===== src/rtl/seq_stage_ctrl.sv =====
// Y86 SEQ multi-cycle sequencer: one-hot registered stage enables, CC gating, MEMORY ack/timeout, status word, perf counters.
// 4 cycles per non-memory instr, +N for MEMORY (held until mem_ack); SEQ_SINGLE_STEP_EN adds i_step and a PAUSE state after PCUPD.
module seq_stage_ctrl #(
  parameter int MEM_TIMEOUT = 16,
  parameter int CNT_W       = 32
) (
  input  logic             i_clk,
  input  logic             i_rst_n,
  input  logic             i_start,
  input  logic [3:0]       i_icode,
  input  logic             i_instr_valid,
  input  logic             i_imem_error,
  input  logic             i_mem_error,
  input  logic             i_mem_ack,
`ifdef SEQ_SINGLE_STEP_EN
  input  logic             i_step,
`endif
  output logic             o_fetch_en,
  output logic             o_decode_en,
  output logic             o_exec_en,
  output logic             o_mem_en,
  output logic             o_pc_en,
  output logic             o_cc_en,
  output logic [3:0]       o_stat,
  output logic             o_busy,
  output logic [CNT_W-1:0] o_cycle_cnt,
  output logic [CNT_W-1:0] o_instr_cnt
);

  typedef enum logic [2:0] {
    S_IDLE    = 3'd0,
    S_FETCH   = 3'd1,
    S_DECODE  = 3'd2,
    S_EXECUTE = 3'd3,
    S_MEMORY  = 3'd4,
    S_PCUPD   = 3'd5,
`ifdef SEQ_SINGLE_STEP_EN
    S_PAUSE   = 3'd7,
`endif
    S_HALT    = 3'd6
  } state_t;

  localparam logic [3:0] STAT_AOK = 4'b1000;
  localparam logic [3:0] STAT_HLT = 4'b0100;
  localparam logic [3:0] STAT_ADR = 4'b0010;
  localparam logic [3:0] STAT_INS = 4'b0001;
  localparam logic [7:0] TMO_LAST = 8'(MEM_TIMEOUT - 1);

  state_t           r_state;
  state_t           w_nxt;
  logic [3:0]       w_stat;
  logic [3:0]       r_stat;
  logic [3:0]       r_icode;
  logic [7:0]       r_timer;
  logic             r_fetch_en, r_decode_en, r_exec_en, r_mem_en, r_pc_en, r_cc_en, r_busy;
  logic [CNT_W-1:0] r_cycle_cnt, r_instr_cnt;
  logic             w_is_mem;
  logic             w_active;

  assign w_is_mem = (r_icode inside {4'h4, 4'h5, 4'h8, 4'h9, 4'hA, 4'hB});
  assign w_active = (r_state inside {S_FETCH, S_DECODE, S_EXECUTE, S_MEMORY, S_PCUPD});

  always_comb begin
    w_nxt  = r_state;
    w_stat = r_stat;
    case (r_state)
      S_IDLE:    if (i_start) w_nxt = S_FETCH;
      S_FETCH: begin
        if (!i_instr_valid) begin
          w_nxt  = S_HALT;
          w_stat = STAT_INS;
        end else if (i_imem_error) begin
          w_nxt  = S_HALT;
          w_stat = STAT_ADR;
        end else if (i_icode == 4'h0) begin
          w_nxt  = S_HALT;
          w_stat = STAT_HLT;
        end else begin
          w_nxt  = S_DECODE;
        end
      end
      S_DECODE:  w_nxt = S_EXECUTE;
      S_EXECUTE: w_nxt = w_is_mem ? S_MEMORY : S_PCUPD;
      // An ack arriving on the last allowed cycle still beats the timeout.
      S_MEMORY: begin
        if (i_mem_ack) begin
          if (i_mem_error) begin
            w_nxt  = S_HALT;
            w_stat = STAT_ADR;
          end else begin
            w_nxt  = S_PCUPD;
          end
        end else if (r_timer >= TMO_LAST) begin
          w_nxt  = S_HALT;
          w_stat = STAT_ADR;
        end
      end
`ifdef SEQ_SINGLE_STEP_EN
      S_PCUPD:   w_nxt = S_PAUSE;
      S_PAUSE:   if (i_step) w_nxt = S_FETCH;
`else
      S_PCUPD:   w_nxt = S_FETCH;
`endif
      S_HALT:    w_nxt = S_HALT;
      default:   w_nxt = S_IDLE;
    endcase
  end

  always_ff @(posedge i_clk) begin
    if (!i_rst_n) begin
      r_state     <= S_IDLE;
      r_stat      <= STAT_AOK;
      r_icode     <= 4'h0;
      r_timer     <= 8'd0;
      r_fetch_en  <= 1'b0;
      r_decode_en <= 1'b0;
      r_exec_en   <= 1'b0;
      r_mem_en    <= 1'b0;
      r_pc_en     <= 1'b0;
      r_cc_en     <= 1'b0;
      r_busy      <= 1'b0;
      r_cycle_cnt <= '0;
      r_instr_cnt <= '0;
    end else begin
      r_state     <= w_nxt;
      r_stat      <= w_stat;
      if (r_state == S_FETCH) r_icode <= i_icode;
      // Timer is zero in every other state, so each MEMORY visit starts fresh.
      r_timer     <= (r_state == S_MEMORY) ? r_timer + 8'd1 : 8'd0;
      r_fetch_en  <= (w_nxt == S_FETCH);
      r_decode_en <= (w_nxt == S_DECODE);
      r_exec_en   <= (w_nxt == S_EXECUTE);
      r_mem_en    <= (w_nxt == S_MEMORY);
      r_pc_en     <= (w_nxt == S_PCUPD);
      r_cc_en     <= (w_nxt == S_EXECUTE) && (r_icode == 4'h6);
      r_busy      <= (w_nxt inside {S_FETCH, S_DECODE, S_EXECUTE, S_MEMORY, S_PCUPD});
      if (w_active)            r_cycle_cnt <= r_cycle_cnt + 1'b1;
      if (r_state == S_PCUPD)  r_instr_cnt <= r_instr_cnt + 1'b1;
    end
  end

  assign o_fetch_en  = r_fetch_en;
  assign o_decode_en = r_decode_en;
  assign o_exec_en   = r_exec_en;
  assign o_mem_en    = r_mem_en;
  assign o_pc_en     = r_pc_en;
  assign o_cc_en     = r_cc_en;
  assign o_stat      = r_stat;
  assign o_busy      = r_busy;
  assign o_cycle_cnt = r_cycle_cnt;
  assign o_instr_cnt = r_instr_cnt;

endmodule


===== config.mk =====
export PLATFORM = sky130hd
export DESIGN_NAME = seq_stage_ctrl
export DESIGN_NICKNAME = d
export VERILOG_FILES = /design/src/rtl/seq_stage_ctrl.sv
export SDC_FILE = /design/constraint.sdc
export NUM_CORES = 1
export LEC_CHECK = 0
export BUFFER_PORTS_ARGS = -buffer_cell sky130_fd_sc_hd__buf_2
export CORE_MARGIN = 2
export CORE_UTILIZATION = 45
export CTS_CLUSTER_DIAMETER = 120
export DETAILED_ROUTE_END_ITERATION = 10
export GPL_TIMING_DRIVEN = 0
export PLACE_DENSITY = 0.66
export SYNTH_ARGS = -nofsm -noshare
export SYNTH_HDL_FRONTEND = slang
export SYNTH_SLANG_ARGS = --single-unit

===== constraint.sdc =====
create_clock -name i_clk -period 2.6 [get_ports i_clk]
set_input_delay 0.39 -clock i_clk [delete_from_list [all_inputs] [get_ports i_clk]]
set_output_delay 0.39 -clock i_clk [all_outputs]
set_load 0.01 [all_outputs]

**Word level (Yosys, flattened, before mapping)**

Index checks and enable logic that the tools add are counted.

- Word-level logic and storage cells: 63
- Register bits after elaboration: 90

- Multiplexer cells: 16
- Eq/ne operators: 21
- Add/subtract/negate cells: 3
- Reductions and logical operators: 9
- Magnitude comparators: 1

Operators with widths:

| kind | number |
|---|---|
| adder 32 x 1 -> 32 bit, second input constant | 2 |
| 2-to-1 mux 4 bit | 6 |
| case mux 3 bit (7 select lines) | 1 |
| 2-to-1 mux 3 bit | 6 |
| == test 4 bit, second input constant | 4 |
| == test 3 bit, second input constant | 5 |
| == test 3 x 2 -> 1 bit, second input constant | 4 |
| == test 4 x 3 -> 1 bit, second input constant | 3 |
| nonzero test 5 bit | 2 |
| adder 8 x 1 -> 8 bit, second input constant | 1 |
| >= comparator 8 x 4 -> 1 bit, second input constant | 1 |
| case mux 4 bit (2 select lines) | 1 |
| == test 3 x 1 -> 1 bit, second input constant | 2 |
| nonzero test 6 bit | 1 |
| zero test 4 bit | 1 |
| inequality test 4 bit, second input constant | 1 |
| AND reduction 4 bit | 1 |
| zero test 3 bit | 1 |
| inequality test 3 x 2 -> 1 bit, second input constant | 1 |
| inequality test 3 bit, second input constant | 1 |
| 2-to-1 mux 2 bit | 1 |
| AND reduction 2 bit | 1 |
| nonzero test 2 bit | 1 |
| logical AND 1 bit | 1 |
| 2-to-1 mux 1 bit | 1 |

**Logic depth before layout (Yosys ltp)**

Gate-level depths: netlist of run 1.

- Depth in word-level cells: 7
- Depth in mapped cells: 7

**Least setup slack after synthesis of run 1**

Ideal clock, no wire load.

- Path type: register -> register
- Start point: reg r_instr_cnt[22] (netlist: o_instr_cnt[22])
- End point: reg r_instr_cnt[28] (netlist: o_instr_cnt[28])
- Setup slack: 0.655 ns
- Data arrival time: 1.875 ns
- Clock period less this slack: 1.945 ns
- Cell stages (with the launch flop): 6
- Data required time: 2.530 ns
- Cells stage by stage: dfxtp_1 -> clkbuf_1 -> nand4_1 -> or4_1 -> or4_1 -> a21oi_1

- Longest elaborated chain between the ends: 1

RTL lines:

| what | RTL line | RTL |
|---|---|---|
| start, declared | 56 | `logic [CNT_W-1:0] r_cycle_cnt, r_instr_cnt;` |
| start signal, assigned | 138 | `if (r_state == S_PCUPD) r_instr_cnt <= r_instr_cnt + 1'b1;` |
| adder 32 x 1 -> 32 bit | 138 |  |

Every way passes these cells.
A chain may end at the register's enable or synchronous reset.

**Worst setup path in the final report of run 1**

- Start point: reg r_state[1]
- End point: reg r_cycle_cnt[27] (netlist: o_cycle_cnt[27])

- Longest elaborated chain between the ends: 2

RTL lines:

| what | RTL line | RTL |
|---|---|---|
| start, declared | 49 | `state_t r_state;` |
| start signal, assigned | 125 | `r_state <= w_nxt;` |
| == test 3 x 1 -> 1 bit (tied with other cells) | 61 | `assign w_active = (r_state inside {S_FETCH, S_DECODE, S_EXECUTE, S_MEMORY, S_PCUPD});` |
| nonzero test 5 bit (*) | 61 |  |
| end signal, assigned | 137 | `if (w_active) r_cycle_cnt <= r_cycle_cnt + 1'b1;` |
| end, declared | 56 |  |

Mark *: on every way between the ends. The rest lies on a longest branch, timed or not.

==> results of run 1 <==
-- cells by family after synthesis --
family                     share of synthesized area
and+or+nand+nor                                0.307
AOI/OAI and AO/OA                              0.137
DFF                                            0.428
buffers and inverters                         0.0392
xor gates and xnor gates                      0.0416
muxes                                         0.0380
adders and majority gates                    0.00891
-- worst max-delay path, stage by stage (launching register included) --
cell	delay, ns
dfxtp_1	0.39
buf_2	0.24
or3_1	0.13
clkbuf_1	0.22
nand3_1	0.34
clkbuf_1	0.36
nor4_1	0.32
mux2i_1	0.22
-- placed cells by master (no fill, tap or decap), types with 12 or more instances in the layout --
cell type,instances
inv_1,15
or3_1,15
xor2_1,12
nand3_1,29
nand2_1,35
nand4_1,17
a21oi_1,33
nand2b_1,17
dfxtp_1,90
buf_2,88
or4_1,23
o21ai_0,14
nor2_1,36
o31ai_1,20
nor4_1,16
mux2i_1,16
clkbuf_1,26
-- state kept, by name (all words and copies together) (netlist names) --
register / count
o_busy: 1
r_timer: 8
o_instr_cnt: 32
o_cycle_cnt: 32
o_exec_en: 1
o_fetch_en: 1
o_pc_en: 1
o_stat: 4
o_decode_en: 1
o_cc_en: 1
o_mem_en: 1
r_icode: 4
r_state: 3
-- worst paths after layout --
path	start	endpoint	slack [ns]	cells after the start
min reg2reg	r_timer[0]	r_timer[0]	0.47	1
max	r_state[1]	o_cycle_cnt[27]	0.31	7
max reg2reg	r_state[1]	o_cycle_cnt[27]	0.31	7
min	i_instr_valid	o_stat[0]	0.28	2
-- routing by layer --
metal / vias to the layer above / track usage / wire length, um
met2: 99 / 0.342 / 4960
li1: 2014 / - / -
met5: - / 0 / 0
met3: 6 / 0.0465 / 465
met4: 0 / 0.0653 / 72
met1: 1904 / 0.305 / 5220
-- power by group through the flow --
stage,Clock [uW],Combinational (uW),Sequential (uW)
3_3_place_gp,0,296,1500
5_1_grt,1140,341,1470
2_1_floorplan,0,191,1510
3_5_place_dp,0,300,1500
6_report,1060,304,1470
4_1_cts,1080,302,1470
-- layout make-up --
cell class	instances	area, um2	share of cell area
plain buffers	28	109	0.0218
clock buffers	11	141	0.0283
clock inverters	5	77.6	0.0155
inverters	15	56.3	0.0113
multi-input cells	358	2250	0.450
flip-flops and latches	90	1800	0.361
well taps	111	139	0.0278
repair buffers	85	425	0.0851
-- metrics by stage --
step	cells	hold WS, ns	total power [uW]	setup WS [ns]
3_3_place_gp	687	0.422	1790	0.414
3_5_place_dp	687	0.451	1800	0.348
5_1_grt	703	0.288	2960	0.0857
4_1_cts	703	0.271	2850	0.333
6_report	703	0.282	2830	0.309
2_1_floorplan	491	0.413	1700	0.655
==> out/results.txt, run 1 <==
The run finished with clean final reports. For the worst setup path, the data required time is 2.88 ns. The critical path is of the reg2reg type. Sorting the synthesized cells by area gives the leading types as dfxtp_1 (43%), or4_1 (4.1%), a21oi_1 (3.9%), mux2i_1 (3.8%), o31ai_1 (3.6%). The share of total power in sequential cells came out at 0.519.

The register bit count reported by yosys was 90. Yosys instantiated no cell more often than dfxtp_1. Dominant register cell in the synthesized netlist: dfxtp_1.

The logs give 0.820 for the final weighted congestion of routability-driven global placement and 491 for the count of mapped cells out of synthesis. The largest area contributor in the synthesized netlist is dfxtp_1. The worst-case IR drop observed on VDD is 0.344 mV. The power density of the placed cells is 566 mW/mm2. The run gives 0 as the number of antenna violations at the first check in global routing.

TritonCTS built the clock tree. The worst setup path is launched from a flop. The run gives 601 as the net count of the finished layout. The starting density of the core came out at 0.460. The tools report the remaining design rule violation count as 0. The final standard cell utilization of the core came out at 0.546.

The logs give 0.00421 mm2 for the combined area of all synthesized cells and 898 for the filler cell count. The number of setup buffers added after CTS is 0. Synthesis-to-layout area growth: 18.6%.

The number of clock buffers added by TritonCTS is 9. Summed over all layers, the routed wires come to 10.7 mm. The sum of negative setup slack was 0 ns. CTS placed an instance of clkbuf_8 at the clock tree root. The logs give 0.0143 ns for the worst-case clock skew and 35 for the number of core rows. In this run the horizontal extent of the chip is 101 um. The total net switching power was 725 uW; the count of inserted antenna diode cells was 0. After clock tree synthesis, the flow added hold-fix buffers numbering 0.

Based on the critical path, the design can be clocked at up to 0.437 GHz. The logs give 0 for the number of setup violations in the final report and 0 for the number of max-slew violations in the final report. The number of placed I/O pins was 86. The area of placed instances was 0.00478 mm2; the maximum fanout along the worst path was 10. The mean number of vias per cell was 5.72.

The fraction of power spent switching nets is 0.256. Setup repair after global routing left no endpoint under its margin. The die is 101 um tall. The tree built by TritonCTS fans out to 90 sinks. The average detailed-routed wire length per instance is 15.3 um, and the sequential fraction of the synthesis area is 0.428. The finished cells cover 0.00500 mm2. Relative slew slack: 0.561.

The share of total power in combinational logic is 0.107, and the number of H-tree branching levels is 3. The total routing resource utilization after global routing was 0.219; the maximum number of pins on one net before global-route repair was 15. The proportion of netlist area held by the largest area contributor is 0.428. The final hold violation count is 0, and the count of synthesis-stage warnings from yosys is 0. The region available for standard cell placement spans 0.00915 mm2. Counting distinct cell types in the post-synthesis netlist gives 44. The wire-length estimate of the detail-placed layout is 7.72 mm. Once detail routing completed, the nets flagged for antenna violations numbered 0. Static leakage: 0.00191 uW. The final critical-path share of the clock period came out at 0.881.

The logs give 17.9 mm for the wire length of the first global-routing pass and 238 for the violation count after the first detailed-route iteration. The share of flip-flops with an asynchronous set or reset after synthesis is 0. The tools report the clock network fraction of design power as 0.374. The worst setup path is captured at a flop.

Number of maximum-capacitance violations: 0. For the worst setup path, the data arrival time is 2.57 ns. The number of nets handed over by synthesis was 505.

The number of enable-type register cells in the synthesized netlist came out at 0. The die covers 0.0102 mm2. The share of layout cells above drive strength 1 came out at 0.184.

The synthesized area per cell is 8.58 um2. The clock period minus worst slack came out at 2.29 ns. Clock latency on the worst-skew pair, taken at its later pin, is 0.35 ns. After synthesis, the most frequently instantiated cells are dfxtp_1 (90), nor2_1 (36), nand2_1 (35). Global routing finished with a remaining overflow of 0. Detailed routing inserted a total of 4023 vias. The via count of the first global-routing pass was 3675; the post-cts sizing count was 0. Clock-pin slew was measured on the worst setup and hold paths at 0.09 ns.

The transition time of the tightest slew-check pin was 0.653 ns; the internal power component was 2100 uW. In this run the tool buffered the top-level ports with 85 buffer cells. The path category of the worst min-delay check is in2reg.

The run gives 5 as the first-pass iteration count of the detailed router. In this run the deepest clock path goes through 2 buffers.
(Power assumes the default switching activity.)
==> inputs of run 2 (changes only) <==
--- a/config.mk
+++ b/config.mk
@@ -6,7 +6,7 @@
 export NUM_CORES = 1
 export LEC_CHECK = 0
 export BUFFER_PORTS_ARGS = -buffer_cell sky130_fd_sc_hd__buf_2
-export CORE_MARGIN = 2
+export CORE_MARGIN = 4
 export CORE_UTILIZATION = 45
 export CTS_CLUSTER_DIAMETER = 120
 export DETAILED_ROUTE_END_ITERATION = 10
==> constraint.sdc (replaced) <==
create_clock -name i_clk -period 2.5 [get_ports i_clk]
set_input_delay 0.375 -clock i_clk [delete_from_list [all_inputs] [get_ports i_clk]]
set_output_delay 0.375 -clock i_clk [all_outputs]
set_load 0.01 [all_outputs]
==> run 2 against run 1 <==
Against the previous run:
- combinational power grew 3%
- highest routed layer unchanged
- largest cell class unchanged
- sequential cell count is the same
- non-clock buffer count is the same
- worst setup slack lost 0.062 ns
- critical path type unchanged
- cell area shrank 0.93%
- worst hold slack lost 0.0052 ns
- count of clock-buffer cells in the layout shrank 1
- critical path depth shrank 1
- critical endpoint is now o_cycle_cnt[20]
==> out/results.txt, run 2 (synthesized netlist as in run 1, its figures left out) <==
The net count of the finished layout is 601 (unchanged), and the number of buffers added by the clock tree synthesis step is 9 (unchanged). The number of post-CTS setup repair buffers was 0 (unchanged); the sum of negative setup slack was 0 ns (unchanged). The worst setup path is launched from a flop. The run gives 7.78 mm (+0.77%) as the half-perimeter wire length after detailed placement. The later-pin clock latency in the skew report is 0.35 ns (about the same), and the violation count after the first detailed-route iteration is 150 (-37%).

The synthesis-to-layout area growth is 17.5%, and the wire length of the first global-routing pass is 18.4 mm (+2.8%). The worst-case clock skew was 0.0154 ns (+0.00110 ns); the static leakage was 0.00189 uW (-0.92%). The number of antenna violations at the first check in global routing is 0 (unchanged), and the average detailed-routed wire length per instance is 15.1 um (-0.81%). TritonCTS built the clock tree. The clock period minus worst slack came out at 2.25 ns (-0.0383 ns). For the number of maximum-capacitance violations, the log shows 0 (unchanged). The number of max-slew violations in the final report is 0 (unchanged). The fmax was 0.444 GHz (+1.7%); the number of H-tree branching levels was 3 (unchanged). The count of clock tree sinks was 90 (unchanged); the remaining design rule violation count was 0 (unchanged). The count of buffers inserted at the top-level ports came out at 85 (unchanged). The most common library cell in the layout ignoring fill and taps was dfxtp_1. The final weighted congestion of routability-driven global placement was 0.847 (+3.3%). Via count: 3978 (-1.1%). The endpoint required time on the critical path is 2.73 ns (-0.15 ns).

For the worst hold slack after final layout, the log shows 0.277 ns (-0.00522 ns). The area taken by multi-input logic gates is 0.00225 mm2 (unchanged). Maximum number of pins on one net before global-route repair: 14 (-1).

The logs give 0.199 (-0.0204) for the total routing resource utilization after global routing and 0.572 (+0.0114) for the relative slew slack. The run gives 0 (unchanged) as the post-cts sizing count. Number of setup violations in the final report: 0 (unchanged). Leaving out fill and tap cells, the most frequent cells in the layout are dfxtp_1 (90), buf_2 (88), nor2_1 (36). The path category of the worst min-delay check is in2reg. Power density of the placed cells: 560 mW/mm2 (-1.0%).

Setup repair after global routing left no endpoint under its margin. The final critical-path share of the clock period was 0.901 (+0.0199); the number of placed cells counting well taps was 687 (unchanged). Share of layout cells above drive strength 1: 0.181 (-0.00277). Clock input transition at the sequential cells of the worst setup and hold paths: 0.09 ns (about the same). The number of hold buffers added after CTS was 0 (unchanged); the global route total overflow was 0 (unchanged). The largest voltage drop on the vdd net was 0.391 mV (+14%). The die area is 0.0110 mm2 (+8.1%). Wire length after detailed routing: 10.6 mm (-1.1%). The worst setup path is captured at a flop. The vertical die dimension was 105 um (+4.0%). The count of non-filler cells in the finished layout was 701 (-0.28%); the final hold violation count was 0 (unchanged).

The run finished with clean final reports. For the count of nets left with antenna violations after detail routing, the log shows 0 (unchanged). The via count of the first global-routing pass came out at 3834 (+4.3%). The tools report the buffer type at the clock tree root as clkbuf_8. The number of core rows came out at 35 (unchanged). The tools report the first-pass iteration count of the detailed router as 5 (unchanged).

The transition time of the tightest slew-check pin came out at 0.642 ns (-0.0110 ns). The area taken by flip-flops and latches is 0.00180 mm2 (unchanged). For the number of placed I/O pins, the log shows 86 (unchanged).

The run gives 0 (unchanged) as the count of inserted antenna diode cells. The filler cell count is 884 (-1.6%). Mean number of vias per cell: 5.67 (-0.84%). The run gives 0.25 ns (-0.06 ns) as the register-to-register setup slack. The tools report the starting density of the core as 0.458 (-0.00219).

The tools report the maximum buffer depth of the clock tree as 2 (unchanged). The maximum fanout along the worst path is 10 (unchanged). The endpoint arrival time on the critical path is 2.48 ns (-0.09 ns), and the core area is 0.00920 mm2 (+0.48%). The critical path in this run is classified as reg2reg. Overall die width: 105 um (+4.0%).
run 2: worst paths after layout:
| kind | from | end | cells past startpoint |
|---|---|---|---|
| min reg2reg | r_timer[0] | r_timer[0] | 1 |
| max reg2reg | r_state[2] | o_cycle_cnt[20] | 6 |
| max | r_state[2] | o_cycle_cnt[20] | 6 |
| min | i_instr_valid | o_stat[0] | 2 |
run 2: layer usage:
metal  global-route usage  vias to the layer above  wire [um]
met1                0.270                     1859       5080
met5                    0                        -          0
met2                0.321                       92       4850
li1                     -                     2015          -
met4               0.0619                        0        161
met3               0.0358                       12        512
run 2: power by group:
part           switching, uW  total [uW]  internal, uW
registers               44.4        1530          1480
clock network            489         936           448
logic                    193         313           119
run 2: metrics by stage:
step,total power (uW),utilization,area [um2],setup WS (ns)
floorplan,1760,-,4210,0.555
global placement,1870,0.520,4780,0.302
detailed placement,1870,0.520,4780,0.208
CTS,2790,0.538,4950,0.212
global route,2900,0.538,4950,0.0362
finish,2770,0.538,4950,0.248
run 2: final cells by class:
| type | count | area share |
|---|---|---|
| plain buffers | 28 | 0.0220 |
| clock buffers | 10 | 0.0258 |
| clock inverters | 4 | 0.00910 |
| inverters | 15 | 0.0114 |
| multi-input cells | 358 | 0.454 |
| flip-flops and latches | 90 | 0.364 |
| well taps | 111 | 0.0281 |
| repair buffers | 85 | 0.0859 |
run 2: critical path, stage by stage, from the launching register on:
cell and delay (ns):
dfxtp_1 0.39, nor3_1 0.50, or3_1 0.19, clkbuf_1 0.34, clkbuf_1 0.41, o311ai_0 0.19
o41ai_1 0.12
==> inputs of run 3 (changes only) <==
--- a/config.mk
+++ b/config.mk
@@ -6,12 +6,14 @@
 export NUM_CORES = 1
 export LEC_CHECK = 0
 export BUFFER_PORTS_ARGS = -buffer_cell sky130_fd_sc_hd__buf_2
+export CELL_PAD_IN_SITES_DETAIL_PLACEMENT = 2
+export CELL_PAD_IN_SITES_GLOBAL_PLACEMENT = 2
 export CORE_MARGIN = 4
-export CORE_UTILIZATION = 45
+export CORE_UTILIZATION = 32
 export CTS_CLUSTER_DIAMETER = 120
 export DETAILED_ROUTE_END_ITERATION = 10
 export GPL_TIMING_DRIVEN = 0
-export PLACE_DENSITY = 0.66
+export PLACE_DENSITY = 0.77
 export SYNTH_ARGS = -nofsm -noshare
 export SYNTH_HDL_FRONTEND = slang
 export SYNTH_SLANG_ARGS = --single-unit
==> constraint.sdc (replaced) <==
create_clock -name i_clk -period 2.1 [get_ports i_clk]
set_input_delay 0.315 -clock i_clk [delete_from_list [all_inputs] [get_ports i_clk]]
set_output_delay 0.315 -clock i_clk [all_outputs]
set_load 0.1 [all_outputs]
==> run 3 against run 2 <==
Against the previous run:
- core utilization is 11 points lower
- worst setup slack worse by 0.16 ns
- sequential power up 19%
- combinational power increased by 110%
- global-route usage about the same
- critical path depth down 1
- register-to-register slack worse by 0.16 ns
- final cell count rose by 9.6%
- fmax rose by 12%
- die area grew 37%
- sequential cell count is the same
==> out/results.txt, run 3 (synthesized netlist as in run 1, its figures left out) <==
The run finished with clean final reports. Transition time of the tightest slew-check pin: 0.713 ns (+0.0708 ns). The run gives 0.0128 mm2 (+39%) as the core area. Post-route cell area: 0.00548 mm2 (+11%). Worst-case setup margin in the final layout: 0.0907 ns (-0.157 ns).

Path category of the worst min-delay check: in2reg. For the first-pass iteration count of the detailed router, the log shows 4 (-1). TritonCTS built the clock tree.

The run gives -0.260 ns (-0.468 ns) as the worst setup timing slack at the placement stage. The run gives 23.7 mm (+29%) as the wire length of the first global-routing pass. The endpoint arrival time on the critical path is 2.28 ns (-0.20 ns), and the power density of the placed cells is 792 mW/mm2 (+41%). The register-to-register setup slack was 0.09 ns (-0.16 ns). The tools report the count of nets left with antenna violations after detail routing as 0 (unchanged). The run gives 0 (unchanged) as the number of hold buffers added after CTS. Critical setup path kind: reg2reg. The number of maximum-capacitance violations came out at 0 (unchanged). The run gives 0 (unchanged) as the number of max-slew violations in the final report.

The worst setup path is captured at a flop. In this run the most critical hold path is launched from i_instr_valid. Clock period minus worst slack: 2.01 ns (-0.243 ns). The tools report the number of setup violations in the final report as 0 (unchanged). The final weighted congestion of routability-driven global placement came out at 0.824 (-2.8%).

STA classifies the critical path startpoint as a flop. The number of core rows is 41 (+17%). The tools report the hold path endpoint as o_stat[0]. The number of H-tree branching levels was 3 (unchanged).

The count of buffers inserted at the top-level ports is 85 (unchanged), and the mean number of vias per cell is 5.48 (-3.4%). For the post-route total power, the log shows 4340 uW (+56%). Critical register-to-register path startpoint: r_state[1]. For the maximum number of pins on one net before global-route repair, the log shows 16 (+2).

The share of layout cells above drive strength 1 is 0.324 (+0.142). The tools report the final hold violation count as 0 (unchanged). The cell count of the worst hold path came out at 2 (unchanged). The static leakage is 0.00206 uW (+9.2%), and the vertical die dimension is 123 um (+17%).

The synthesis-to-layout area growth came out at 30.0%. The via count is 4208 (+5.8%), and the half-perimeter wire length after detailed placement is 10.5 mm (+34%). The tools report the filler cell count as 1420 (+61%). The tools report the worst reg2reg path endpoint as o_instr_cnt[15]. The global route total overflow came out at 0 (unchanged). The timing startpoint of the critical path is r_state[1].

The worst-case clock skew was 0.00815 ns (-0.00730 ns). The wire length after detailed routing came out at 14.6 mm (+38%). The average detailed-routed wire length per instance was 19.0 um (+26%); the area taken by multi-input logic gates was 0.00235 mm2 (+4.7%). Maximum buffer depth of the clock tree: 2 (unchanged). The starting density of the core was 0.330 (-0.128). The overall die width works out to 123 um (+17%).

The logs give 0.35 ns (about the same) for the later-pin clock latency in the skew report and 0.199 (+0.000425) for the total routing resource utilization after global routing. The tools report the net count of the finished layout as 605 (+0.67%). The run gives 203 (+35%) as the violation count after the first detailed-route iteration.

The most common library cell in the layout ignoring fill and taps was buf_2. The area taken by flip-flops and latches was 0.00193 mm2 (+6.9%). The buffer type at the clock tree root was clkbuf_16. For the area of placed instances, the log shows 0.00497 mm2 (+4.1%).

Number of placed I/O pins: 86 (unchanged). The via count of the first global-routing pass came out at 4551 (+19%). The run gives 0.525 (-0.0472) as the relative slew slack.

Maximum fanout along the worst path: 10 (unchanged). The number of antenna violations at the first check in global routing is 0 (unchanged), and the count of clock tree sinks is 90 (unchanged). The count of inserted antenna diode cells is 0 (unchanged), and the remaining design rule violation count is 0 (unchanged).

The clock input transition at the sequential cells of the worst setup and hold paths was 0.07 ns (-0.02 ns); the largest voltage drop on the vdd net was 0.531 mV (+36%). Leaving out fill and tap cells, the most frequent cells in the layout are buf_2 (91), nor2_1 (36), nand2_1 (35). The sum of negative setup slack came out at 0 ns (unchanged). The logs give 9 (unchanged) for the number of buffers added by the clock tree synthesis step and 0.498 GHz (+12%) for the fmax.

The logs give 0.0151 mm2 (+37%) for the die area and 2.37 ns (-0.36 ns) for the endpoint required time on the critical path. The worst hold slack after final layout was 0.206 ns (-0.0706 ns); the final critical-path share of the clock period was 0.957 (+0.0559). Number of cells traversed by the worst register-to-register path: 5 (-1).
run 3: cell types whose count changed in the layout (fill, tap and decap cells not counted), sizes merged:
| cell | before | now |
|---|---|---|
| buf | 88 | 97 |
| bufinv | 1 | 3 |
| clkbuf | 35 | 29 |
| clkinv | 3 | 4 |
run 3: critical path: stages, from the launching register on:
cell and delay (ns):
dfxtp_2 0.35, nand4b_4 0.20, or4_4 0.58, buf_2 0.21, or4_1 0.42, a21oi_1 0.17
run 3: per-layer routing:
| layer | GRT usage | part of all wire | up-vias |
|---|---|---|---|
| met5 | 0 | 0 | - |
| met1 | 0.235 | 0.43 | 2094 |
| met2 | 0.360 | 0.52 | 80 |
| met4 | 0.0448 | 0.012 | 0 |
| met3 | 0.0530 | 0.041 | 14 |
| li1 | - | - | 2020 |
run 3: final cells by class:
type / instances / share of cell area
buffer: 26 / 0.0206
clock buffer: 9 / 0.0411
clock inverter: 7 / 0.0215
inverter: 15 / 0.0103
multi-input combinational: 358 / 0.430
sequential: 90 / 0.352
tap: 172 / 0.0393
timing repair buffer: 91 / 0.0859
run 3: how the worst max path moves through the flow:
stage	end	slack, ns	depth (start not counted)
after CTS	o_instr_cnt[15]	0.004	5
after global routing	o_cycle_cnt[20]	-0.02	5
after detailed placement	o_cycle_cnt[29]	-0.26	7
final	o_instr_cnt[15]	0.09	5
after floorplan	o_instr_cnt[28]	0.005	4
after global placement	o_cycle_cnt[29]	-0.22	7
run 3: repair_timing:
action,CTS,global route
setup endpoints to repair,32,32
gates resized for setup,15,20
pin swaps,1,2
setup buffers,1,5
run 3: where the power goes:
group	internal [uW]	switching, uW
combinational	149	511
sequential	1750	63.1
clock	1160	698
run 3: stage by stage:
step / util / cells
floorplan: - / 491
global placement: 0.389 / 748
detailed placement: 0.389 / 748
CTS: 0.420 / 764
global route: 0.429 / 768
finish: 0.429 / 768
